## src/rtl/flag_pkg.sv

```systemverilog
// rtl/flag_pkg.sv - shared NZCV flag indices, condition codes and flag type
package flag_pkg;

  typedef logic [3:0] flags_t;

  localparam int FLAG_N = 3;
  localparam int FLAG_Z = 2;
  localparam int FLAG_C = 1;
  localparam int FLAG_V = 0;

  localparam logic [1:0] COND_AL = 2'b00;
  localparam logic [1:0] COND_EQ = 2'b01;
  localparam logic [1:0] COND_GE = 2'b10;
  localparam logic [1:0] COND_LT = 2'b11;

  function automatic logic cond_eval(input flags_t f, input logic [1:0] cc);
    logic pass;
    pass = 1'b1;
    case (cc)
      COND_AL: pass = 1'b1;
      COND_EQ: pass = f[FLAG_Z];
      COND_GE: pass = (f[FLAG_N] == f[FLAG_V]);
      COND_LT: pass = (f[FLAG_N] != f[FLAG_V]);
      default: pass = 1'b1;
    endcase
    return pass;
  endfunction

endpackage

```

## src/rtl/flag_stack.sv

```systemverilog
// rtl/flag_stack.sv - LIFO of NZCV entries with occupancy count
module flag_stack
  import flag_pkg::*;
#(
  parameter int STACK_DEPTH = 4,
  parameter int CNT_W       = $clog2(STACK_DEPTH) + 1
) (
  input  logic             clk,
  input  logic             rst_n,
  input  logic             push_ok,
  input  logic             pop_ok,
  input  flags_t           din,
  output flags_t           dout,
  output logic [CNT_W-1:0] count
);

  localparam int PTR_W = $clog2(STACK_DEPTH);

  flags_t           mem_q [STACK_DEPTH];
  flags_t           mem_d [STACK_DEPTH];
  logic [CNT_W-1:0] count_q;
  logic [CNT_W-1:0] count_d;
  logic [PTR_W-1:0] wr_idx;
  logic [PTR_W-1:0] rd_idx;

  // When full the low bits wrap to 0, so wr_idx-1 still names the top entry.
  assign wr_idx = count_q[PTR_W-1:0];
  assign rd_idx = wr_idx - PTR_W'(1);
  assign dout   = mem_q[rd_idx];
  assign count  = count_q;

  always_comb begin
    mem_d   = mem_q;
    count_d = count_q;
    if (push_ok) begin
      mem_d[wr_idx] = din;
      count_d       = count_q + CNT_W'(1);
    end else if (pop_ok) begin
      count_d = count_q - CNT_W'(1);
    end
  end

  always_ff @(posedge clk or negedge rst_n) begin
    if (!rst_n) begin
      count_q <= '0;
    end else begin
      count_q <= count_d;
    end
  end

  always_ff @(posedge clk) begin
    mem_q <= mem_d;
  end

endmodule

```

## src/rtl/flag_reg_cond.sv

```systemverilog
// rtl/flag_reg_cond.sv - committed NZCV register, condition evaluator and interrupt flag stack
module flag_reg_cond
  import flag_pkg::*;
#(
  parameter int STACK_DEPTH = 4
) (
  input  logic                          clk,
  input  logic                          rst_n,
  input  logic                          en,
  input  logic                          update_flag_reg,
  input  logic                          update_cv,
  input  logic                          neg,
  input  logic                          zero,
  input  logic                          carry,
  input  logic                          ovf,
  input  logic                          flag_wr,
  input  logic [3:0]                    flag_wr_data,
  input  logic                          push,
  input  logic                          pop,
  input  logic [1:0]                    cond_code,
  output logic                          cond_pass,
  output logic [3:0]                    flags_out,
  output logic [$clog2(STACK_DEPTH):0]  stack_count,
  output logic                          stack_full,
  output logic                          stack_empty,
  output logic                          stack_err
);

  localparam int CNT_W = $clog2(STACK_DEPTH) + 1;

  flags_t           flags_q;
  flags_t           flags_d;
  logic             err_q;
  logic             err_d;
  logic             push_ok;
  logic             pop_ok;
  flags_t           stack_dout;
  logic [CNT_W-1:0] count;

  assign stack_count = count;
  assign stack_full  = (count == CNT_W'(STACK_DEPTH));
  assign stack_empty = (count == '0);
  assign stack_err   = err_q;
  assign flags_out   = flags_q;
  assign cond_pass   = cond_eval(flags_q, cond_code);

  // Simultaneous push and pop is treated as an error and neither is honoured.
  assign push_ok = en && push && !pop && !stack_full;
  assign pop_ok  = en && pop && !push && !stack_empty;

  always_comb begin
    err_d = 1'b0;
    if (en) begin
      err_d = (push && pop) || (push && stack_full) || (pop && stack_empty);
    end
  end

  always_comb begin
    flags_d = flags_q;
    if (en) begin
      if (pop_ok) begin
        flags_d = stack_dout;
      end else if (flag_wr) begin
        flags_d = flag_wr_data;
      end else if (update_flag_reg) begin
        flags_d[FLAG_N] = neg;
        flags_d[FLAG_Z] = zero;
        if (update_cv) begin
          flags_d[FLAG_C] = carry;
          flags_d[FLAG_V] = ovf;
        end
      end
    end
  end

  always_ff @(posedge clk or negedge rst_n) begin
    if (!rst_n) begin
      flags_q <= '0;
      err_q   <= 1'b0;
    end else begin
      flags_q <= flags_d;
      err_q   <= err_d;
    end
  end

  // The stack captures flags_q, i.e. the flags before any same-edge update.
  flag_stack #(
    .STACK_DEPTH (STACK_DEPTH),
    .CNT_W       (CNT_W)
  ) u_flag_stack (
    .clk     (clk),
    .rst_n   (rst_n),
    .push_ok (push_ok),
    .pop_ok  (pop_ok),
    .din     (flags_q),
    .dout    (stack_dout),
    .count   (count)
  );

endmodule

```

## config.mk

```make
export PLATFORM = sky130hd
export DESIGN_NAME = flag_reg_cond
export DESIGN_NICKNAME = d
export VERILOG_FILES = /design/src/rtl/flag_pkg.sv /design/src/rtl/flag_stack.sv /design/src/rtl/flag_reg_cond.sv
export SDC_FILE = /design/constraint.sdc
export NUM_CORES = 1
export LEC_CHECK = 0
export BUFFER_PORTS_ARGS = -buffer_cell sky130_fd_sc_hd__clkbuf_2
export CAP_MARGIN = 20
export CORE_UTILIZATION = 47
export DETAILED_ROUTE_END_ITERATION = 16
export GPL_TIMING_DRIVEN = 0
export HOLD_SLACK_MARGIN = 0.05
export PLACE_DENSITY_LB_ADDON = 0.12
export REMOVE_ABC_BUFFERS = 1
export SYNTH_ARGS = -nofsm -noshare
export SYNTH_HDL_FRONTEND = slang
export SYNTH_HIERARCHICAL = 1
export SYNTH_SLANG_ARGS = --single-unit
```

## constraint.sdc

```tcl
create_clock -name clk -period 2.3 [get_ports clk]
set_clock_uncertainty 0.15 [all_clocks]
set_input_delay 0.23 -clock clk [delete_from_list [all_inputs] [get_ports clk]]
set_output_delay 0.23 -clock clk [all_outputs]
set_load 0.02 [all_outputs]
```

## After elaboration in Yosys (flattened, before gate mapping)

Index checks and enable logic that the tools add are counted.

| operators by class | value |
|---|---|
| $add $sub $neg | 3 |
| magnitude comparators | 3 |
| equal/unequal tests | 6 |
| mux-type cells | 14 |
| bitwise operators | 2 |
| reductions and logical operators | 23 |

Operator list:

| kind | count |
|---|---|
| 4-bit two-way mux | 6 |
| 16-bit bitwise mux | 1 |
| 1-bit logical AND | 10 |
| 4-bit binary-select mux with 2-bit select | 1 |
| 4-bit demux with 2-bit select | 1 |
| 3-bit >= comparator (second input constant) | 2 |
| 3-bit two-way mux | 2 |
| 2-bit NOT with 3-bit output | 2 |
| 3-bit nonzero test | 2 |
| 2-bit equality test (second input constant) | 2 |
| 1-bit zero test | 4 |
| 1-bit case mux with 4 select lines | 1 |
| 3-bit by 1-bit adder with 3-bit output (second input constant) | 1 |
| 3-bit equality test (second input constant) | 1 |
| 3-bit zero test | 1 |
| 3-bit by 1-bit less-than comparator with 1-bit output (second input constant) | 1 |
| 3-bit AND reduction | 1 |
| 3-bit by 1-bit subtractor with 3-bit output (second input constant) | 1 |
| 2-bit by 1-bit equality test with 1-bit output (second input constant) | 1 |
| 2-bit zero test | 1 |
| 1-bit logical OR | 2 |
| 2-bit two-way mux | 1 |
| 2-bit AND reduction | 1 |
| 2-bit nonzero test | 1 |
| 4 further kinds | 4 |

| storage, ports and cells | value |
|---|---|
| flip-flop bits (word level) | 24 |
| output and inout port bits | 11 |
| word-level logic and storage cells | 59 |

## Longest topological paths before layout

Gate-level depths: netlist of the first run.

| depth | value |
|---|---|
| depth in word-level cells | 6 |
| depth in mapped cells | 7 |
| mapped depth without buffers | 7 |

## Hierarchy

The synthesis of the first run kept the hierarchy.

Modules (own cells, without submodules):

| module | instances | cells each | area each (um^2) | seq. area each (um^2) |
|---|---|---|---|---|
| flag_stack | 1 | 42 | 808.3 | 555.5 |
| flag_reg_cond | 1 | 31 | 385.4 | 125.1 |

## Worst setup path after synthesis of the first run

No wires, ideal clock.

| timing | value |
|---|---|
| kind | reg2reg |
| from | register u_flag_stack.count_q[0], in the netlist u_flag_stack/count[0] |
| to | register u_flag_stack.count_q[2], in the netlist u_flag_stack/count[2] |
| library setup time | 0.133 ns |
| arrival time | 2.233 ns |
| setup slack | -0.215 ns |
| cell stages (with the launch flop) | 8 |
| path buffers | 0 |
| cells stage by stage | dfrtp_1 nor3b_1 nor3_1 inv_1 fa_1 nor3b_1 a21oi_1 xnor2_1 |

| between the ends | value |
|---|---|
| word-level cells in the longest chain between the ends | 4 |

Ends and longest elaborated chain:

| what | RTL line | text |
|---|---|---|
| from (decl) | flag_stack.sv:21 | `logic [CNT_W-1:0] count_q;` |
| from (signal assigned) | flag_stack.sv:47 | `count_q <= count_d;` |
| 3-bit equality test * | flag_reg_cond.sv:41 | `assign stack_full = (count == CNT_W'(STACK_DEPTH));` |
| via stack_full | flag_reg_cond.sv:24 | `output logic stack_full,` |
| 1-bit zero test * | flag_reg_cond.sv:48 | `assign push_ok = en && push && !pop && !stack_full;` |
| 1-bit logical AND * | flag_reg_cond.sv:48 |  |
| via push_ok | flag_reg_cond.sv:35 | `logic push_ok;` |
| 3-bit two-way mux or 2-bit nonzero test (tied branches) | n/a |  |

Mark *: on every way through the listed nets, which the timed path passes. The rest lies on a longest branch. The select of a mux whose other input is x is not followed.
A chain may end at the register's enable or synchronous reset.

## Worst setup path in the final report of the first run

| timing | value |
|---|---|
| from | register u_flag_stack.count_q[1], in the netlist u_flag_stack/count[1] |
| to | register flags_q[3], in the netlist flags_out[3] |

| between the ends | value |
|---|---|
| word-level cells in the longest chain between the ends | 6 |

Ends and longest elaborated chain:

| what | RTL line | text |
|---|---|---|
| 2-bit by 1-bit subtractor with 2-bit output | flag_stack.sv:28 | `assign rd_idx = wr_idx - PTR_W'(1);` |
| 2-bit NOT with 3-bit output (implied by the code) | flag_stack.sv:29 | `assign dout = mem_q[rd_idx];` |
| 4-bit binary-select mux with 2-bit select | flag_stack.sv:29 |  |
| 4-bit two-way mux (implied by the code) (2 in a row) | flag_stack.sv:29 |  |
| via stack_dout[3] | flag_reg_cond.sv:37 | `flags_t stack_dout;` |
| 4-bit two-way mux | flag_reg_cond.sv:61 | `if (pop_ok) begin` |
| to (signal assigned) | flag_reg_cond.sv:81 | `flags_q <= flags_d;` |
| to (decl) | flag_reg_cond.sv:31 | `flags_t flags_q;` |

The timed path passes the listed nets, and every way through them passes these cells. The select of a mux whose other input is x is not followed.

==> impl_metrics.csv, run 1 <==
group,metric,value,unit
outcome,result_of_the_run,"complete, no violations",
power,power_frac_clock,19.0,%
placement,dpl.hpwl,1.623,mm
timing,final_min_period_over_clock_period,92.50,%
critical_path,worst-path-max-fanout,8,
synthesis,post_synth_inst_count,73,
synthesis,synth.lib_cells_used.distinct,22,
cts,numCtsBuffers,3,
power,cell_internal_pwr,1.046,mW
synthesis,synthArstFlopShare,33.33,%
layout,insertedDiodeCount,0,
detailed_routing,route.detailed.wl_per_inst,16.09,µm
cts,cts.htree.levels,1,
timing,final-max-slew-violation-count,0,
placement,place.gp.congestion,0.7080,
timing,setup_viol,0,
layout,syn_to_final_growth,22.75,%
grt,grt_util_all_layers,18.46,%
floorplan,floorplan.initialDensity,51.96,%
power,power.net_switching,0.5469,mW
cts,cts_tree,"yes",
layout,layout.cells.non_filler,138,
floorplan,ios,29,
cts,clk_root_buffer_cell,"sky130_fd_sc_hd__clkbuf_4",
detailed_routing,first_pass_iters,2,
timing,rsz0062_at_grt,"false",
power,power_density,1087,mW/mm²
layout,layout.cells.most_common,"sky130_fd_sc_hd__clkbuf_2",
cts,path_clk_slew,0.13,ns
detailed_routing,drt.antenna.violating_nets,0,
synthesis,synth.yosys.seq_area_share,57.02,%
timing,min_period,2.128,ns
power,pwr-share-seq,40.7,%
critical_path,cp_top_family,"multiplexers",
synthesis,synth.avg_cell_area,16.35,µm²
synthesis,yosysWarnings,6,
critical_path,cp_slowest_cell,"sky130_fd_sc_hd__dfrtp_2",
detailed_routing,route.detailed.drc,0,
critical_path,worst_setup_path_start_kind,"flop",
job,max_cap_violations,0,
grt,globalRouteOverflowTotal,0,
floorplan,fp.dieArea,0.002745,mm²
critical_path,max_stage_delay,0.49,ns
detailed_routing,totalWireLength,2.221,mm
placement,placedCellCount,128,
timing,maxSlewHeadroom,70.76,%
cts,worst_skew_pair.late_latency,0.31,ns
critical_path,worst-path-buf-inv,1,
synthesis,synth_area,0.001194,mm²
detailed_routing,detailedRoute.firstIterationViolations,2,
critical_path,criticalPathCategory,"flop to flop",
detailed_routing,overall_via_count_from_detail_route,742,
timing,fmax,470.0,MHz
floorplan,die_height,52.40,µm
layout,most-common-layout-cells,"sky130_fd_sc_hd__clkbuf_2, sky130_fd_sc_hd__edfxtp_1, sky130_fd_sc_hd__mux2_2",
grt,grt_antenna_before_repair,0,
timing,final-hold-violation-count,0,
hold_path,timing.hold.worst.class,"input port to flop",
power,vdd_ir_drop_max,779.3,µV
floorplan,rows,17,
power,power.share.combinational,40.3,%
synthesis,most_used_dff_post_synth,"sky130_fd_sc_hd__edfxtp_1",
timing,final.setup.tns,0,ns
floorplan,fp.dieW,52.40,µm
placement,port_buffers,28,
critical_path,critical_path_cell_sequence,"inv_1, ha_1, mux4_2, mux2_1, mux2_2",
synthesis,synth-edff-count,16,
timing,tightestPinTransition,0.4372,ns
critical_path,worstPathRequired,2.36,ns
layout,fill_cells,175,
grt,grt_pass1_vias,723,
synthesis,synth.ff_latch_count,24,
cts,clock_path_buffers,2,
cts,numClockSinks,24,
layout,final_layout_size_suffix_gt1_share,53.64,%
layout,num-nets-final,134,
floorplan,fp.coreArea,0.002297,mm²
grt,grt_pass1_wl,3.387,mm
critical_path,worstPathArrival,2.19,ns
critical_path,worstSetupEndpointType,"flop",
grt,grt_start_max_net_pins,15,
power,sw_frac_of_total,34.33,%
power,power_leakage,0.5938,nW
detailed_routing,via_per_inst,5.377,
power,power.total,1.593,mW
-- path summary, 6_finish.rpt --
path | start | endpoint | slack [ns] | depth (start not counted)
min in group asynchronous | rst_n | flags_out[3] | 0.13 | 2
max | u_flag_stack/count[1] | flags_out[3] | 0.17 | 5
max reg2reg | u_flag_stack/count[1] | flags_out[3] | 0.17 | 5
min | en | stack_err | 0.06 | 2
min reg2reg | u_flag_stack/count[2] | u_flag_stack/count[2] | 0.42 | 1
max in group asynchronous | rst_n | u_flag_stack/count[0] | 1.68 | 2
-- area by class of cell --
cell class	count	area, µm²	share of cell area [%]
timing repair buffer	34	187.7	12.81
clock buffer	3	22.52	1.537
sequential	24	683.2	46.63
clock inverter	1	30.03	2.050
inverter	3	11.26	0.7686
tap	28	35.03	2.391
multi-input combinational	45	495.5	33.82
-- worst register-to-register path: stages, from the launching register on --
cell and delay (ns):
sky130_fd_sc_hd__dfrtp_2 0.49, sky130_fd_sc_hd__inv_1 0.09, sky130_fd_sc_hd__ha_1 0.38, sky130_fd_sc_hd__mux4_2 0.34
sky130_fd_sc_hd__mux2_1 0.32, sky130_fd_sc_hd__mux2_2 0.27
-- registers in the layout (all words and copies together) (netlist names) --
register,count
stack_err,1
u_flag_stack/mem_q,16
u_flag_stack/count,3
flags_out,4
-- power by group through the flow --
stage | Clock, mW | Combinational, mW | Sequential (mW)
after floorplan | 0 | 0.328 | 0.731
after global placement | 0 | 0.533 | 0.696
after detailed placement | 0 | 0.536 | 0.701
after CTS | 0.306 | 0.645 | 0.648
after global routing | 0.320 | 0.704 | 0.665
final | 0.302 | 0.642 | 0.649
-- cell usage after synthesis, types with 2 or more instances --
cell | number | area, µm²
sky130_fd_sc_hd__a21oi_1 | 2 | 10.01
sky130_fd_sc_hd__and2_1 | 4 | 25.02
sky130_fd_sc_hd__dfrtp_1 | 8 | 200.2
sky130_fd_sc_hd__edfxtp_1 | 16 | 480.5
sky130_fd_sc_hd__ha_1 | 4 | 50.05
sky130_fd_sc_hd__inv_1 | 3 | 11.26
sky130_fd_sc_hd__mux2_1 | 4 | 45.04
sky130_fd_sc_hd__mux2_2 | 9 | 101.4
sky130_fd_sc_hd__mux4_2 | 4 | 90.09
sky130_fd_sc_hd__nor3_4 | 2 | 32.53
sky130_fd_sc_hd__nor3b_1 | 3 | 22.52
sky130_fd_sc_hd__xnor2_1 | 4 | 35.03
-- repair_timing --
| item | CTS | global route |
|---|---|---|
| setup buffers | 5 | 0 |
| hold endpoints to repair | 8 | 0 |
| hold buffers | 1 | 0 |
| setup endpoints to repair | 22 | 2 |
| pin swaps | 1 | 0 |
| gates cloned | 0 | 0 |
| resized for setup | 2 | 1 |
-- metal layers --
layer	wire [µm]	track usage [%]	share of wire, %	vias up
met3	66	2.899	3.0	6
li1	-	-	-	349
met5	0	0	0	-
met4	56	10.09	2.5	0
met1	930	21.73	42	372
met2	1169	31.86	53	15
-- cell families after synthesis --
group                    synth area share (%)
AO/OA/AOI/OAI                           4.193
XOR/XNOR                                2.935
adder cells (fa/ha/maj)                 5.870
buffers and inverters                   1.887
flip-flops                              57.02
multiplexers                            19.81
AND/OR/NAND/NOR                         8.280
-- metrics by stage --
stage                     hold WS [ns]  worst slack [ns]  cell area [µm²]  util, %
after floorplan                -0.2156           -0.4308             1182        -
after global placement        -0.05884           -0.4925             1358    59.10
after detailed placement      -0.05888           -0.4943             1358    59.10
after CTS                      0.05438           0.04829             1464    63.73
after global routing           0.06516           0.07927             1465    63.78
final                          0.05592            0.1724             1465    63.78
(Power assumes the default switching activity.)
==> inputs of run 2 (changes only) <==
- GPL_TIMING_DRIVEN: 0 -> 1
- HOLD_SLACK_MARGIN: 0.05 -> 0.12
==> impl_metrics.csv, run 2 (same netlist as run 1, synthesis figures left out) <==
group,metric,value,unit
critical_path,worstPathArrival,2.15,ns
critical_path,timing.critical_path.to,"flags_out[1]",
critical_path,cp_top_family,"multiplexers",
cts,clock_path_buffers,2,
timing,final-max-slew-violation-count,0,
layout,num-nets-final,135,
detailed_routing,route.detailed.drc,0,
cts,numCtsBuffers,3,
detailed_routing,detailedRoute.firstIterationViolations,14,
critical_path,worstSetupEndpointType,"flop",
placement,port_buffers,28,
timing,setup_viol,0,
detailed_routing,overall_via_count_from_detail_route,740,
layout,fill_cells,195,
cts,number_of_gates_resized_after_cts,0,
detailed_routing,totalWireLength,2.200,mm
grt,grt_util_all_layers,19.28,%
layout,most-common-layout-cells,"sky130_fd_sc_hd__clkbuf_2, sky130_fd_sc_hd__edfxtp_1, sky130_fd_sc_hd__mux2_2",
critical_path,max_stage_delay,0.47,ns
grt,grt_pass1_wl,3.594,mm
critical_path,worst_setup_path_start_kind,"flop",
layout,flip_flop_count_of_the_largest_register_all_copies_and_words_added,16,
power,power_density,1008,mW/mm²
outcome,result_of_the_run,"complete, no violations",
timing,final-hold-violation-count,0,
critical_path,path_depth,5,
cts,numClockSinks,24,
cts,postCtsHoldBufs,3,
critical_path,worst-path-buf-inv,1,
critical_path,reg2reg_slack,0.21,ns
critical_path,r2r-start,"u_flag_stack/count[0]",
layout,layout.cells.non_filler,139,
layout,registers.top_by_ff_count,"u_flag_stack/mem_q",
layout,layout.cells.most_common,"sky130_fd_sc_hd__clkbuf_2",
floorplan,die_height,52.40,µm
timing,min_period,2.093,ns
layout,syn_to_final_growth,20.96,%
cts,clk_root_buffer_cell,"sky130_fd_sc_hd__clkbuf_4",
detailed_routing,first_pass_iters,4,
critical_path,worst-path-max-fanout,5,
placement,place.gp.congestion,0.7209,
job,max_cap_violations,0,
cts,post-cts-setup-buffer-count,0,
timing,final_min_period_over_clock_period,91.00,%
grt,grt_antenna_before_repair,0,
critical_path,reg2regPathDepth,5,
timing,rsz0062_at_grt,"false",
timing,maxSlewHeadroom,71.14,%
grt,globalRouteOverflowTotal,0,
cts,cts_tree,"yes",
critical_path,criticalPathCategory,"flop to flop",
layout,utilization,62.85,%
hold_path,timing.hold.worst.class,"input port to asynchronous set/reset pin",
floorplan,fp.coreArea,0.002297,mm²
detailed_routing,route.detailed.wl_per_inst,15.83,µm
layout,final_layout_size_suffix_gt1_share,48.65,%
critical_path,worstPathRequired,2.36,ns
floorplan,ios,29,
floorplan,rows,17,
critical_path,worstSetupStartpoint,"u_flag_stack/count[0]",
grt,grt_pass1_vias,780,
placement,placedCellCount,132,
timing,fmax,477.8,MHz
floorplan,fp.dieW,52.40,µm
cts,path_clk_slew,0.13,ns
floorplan,fp.dieArea,0.002745,mm²
grt,grt_start_max_net_pins,14,
critical_path,r2r-end,"flags_out[1]",
placement,dpl.hpwl,1.768,mm
detailed_routing,drt.antenna.violating_nets,0,
power,vdd_ir_drop_max,585.4,µV
layout,insertedDiodeCount,0,
timing,tightestPinTransition,0.4314,ns
floorplan,floorplan.initialDensity,51.96,%
cts,cts.htree.levels,1,
critical_path,cp_slowest_cell,"sky130_fd_sc_hd__dfrtp_1",
critical_path,critical_path_cell_sequence,"inv_1, ha_1, mux4_2, mux2_1, mux2_2",
power,power.total,1.456,mW
power,power_leakage,0.5887,nW
cts,worst_skew_pair.late_latency,0.30,ns
detailed_routing,via_per_inst,5.324,
[run 2: cell types whose count changed in the layout (fill, tap and decap cells not counted)]
cell | before | now
sky130_fd_sc_hd__dfrtp_2 | 2 | 0
sky130_fd_sc_hd__dfrtp_1 | 6 | 8
sky130_fd_sc_hd__bufinv_16 | 1 | 0
sky130_fd_sc_hd__nor3_2 | 1 | 0
sky130_fd_sc_hd__clkinv_1 | 0 | 1
sky130_fd_sc_hd__dlygate4sd3_1 | 1 | 3
sky130_fd_sc_hd__buf_4 | 5 | 4
sky130_fd_sc_hd__nor3_1 | 0 | 1
[run 2: per-stage QoR]
step | area, µm² | hold slack, ns | setup WS [ns] | setup TNS (ns)
2_1_floorplan | 1182 | -0.2156 | -0.4308 | -0.8925
3_3_place_gp | 1388 | -0.05692 | 0.2609 | 0
3_5_place_dp | 1388 | -0.06009 | 0.2222 | 0
4_1_cts | 1444 | 0.1381 | 0.1971 | 0
5_1_grt | 1444 | 0.1317 | 0.03095 | 0
6_report | 1444 | 0.1332 | 0.2070 | 0
[run 2: power breakdown]
group          switching [mW]  total (mW)  internal [mW]
logic                   0.332       0.640          0.307
registers              0.0834       0.637          0.554
clock network           0.116       0.179         0.0632
total                   0.531        1.46          0.925
[run 2: final cells by class]
type | instances | area [µm²] | area share, %
Tap cell | 28 | 35.03 | 2.426
Multi-Input combinational cell | 45 | 490.5 | 33.97
Inverter | 3 | 11.26 | 0.7799
Sequential cell | 24 | 680.7 | 47.14
Clock buffer | 3 | 22.52 | 1.560
Clock inverter | 1 | 3.754 | 0.2600
Timing Repair Buffer | 35 | 200.2 | 13.86
[run 2: worst min path at each step]
stage | startpoint | end | slack [ns] | cells past startpoint
floorplan | rst_n | flags_out[0] | -0.22 | 0
detailed placement | rst_n | flags_out[1] | -0.06 | 1
global placement | rst_n | flags_out[1] | -0.06 | 1
CTS | rst_n | flags_out[1] | 0.14 | 2
finish | rst_n | flags_out[1] | 0.13 | 2
global route | rst_n | flags_out[1] | 0.13 | 2
[run 2: per-layer routing]
metal | track usage (%) | part of all wire [%] | vias to the layer above
met1 | 22.74 | 41 | 359
met3 | 3.768 | 4.0 | 4
li1 | - | - | 356
met4 | 7.456 | 1.5 | 0
met2 | 34.18 | 54 | 21
met5 | 0 | 0 | -
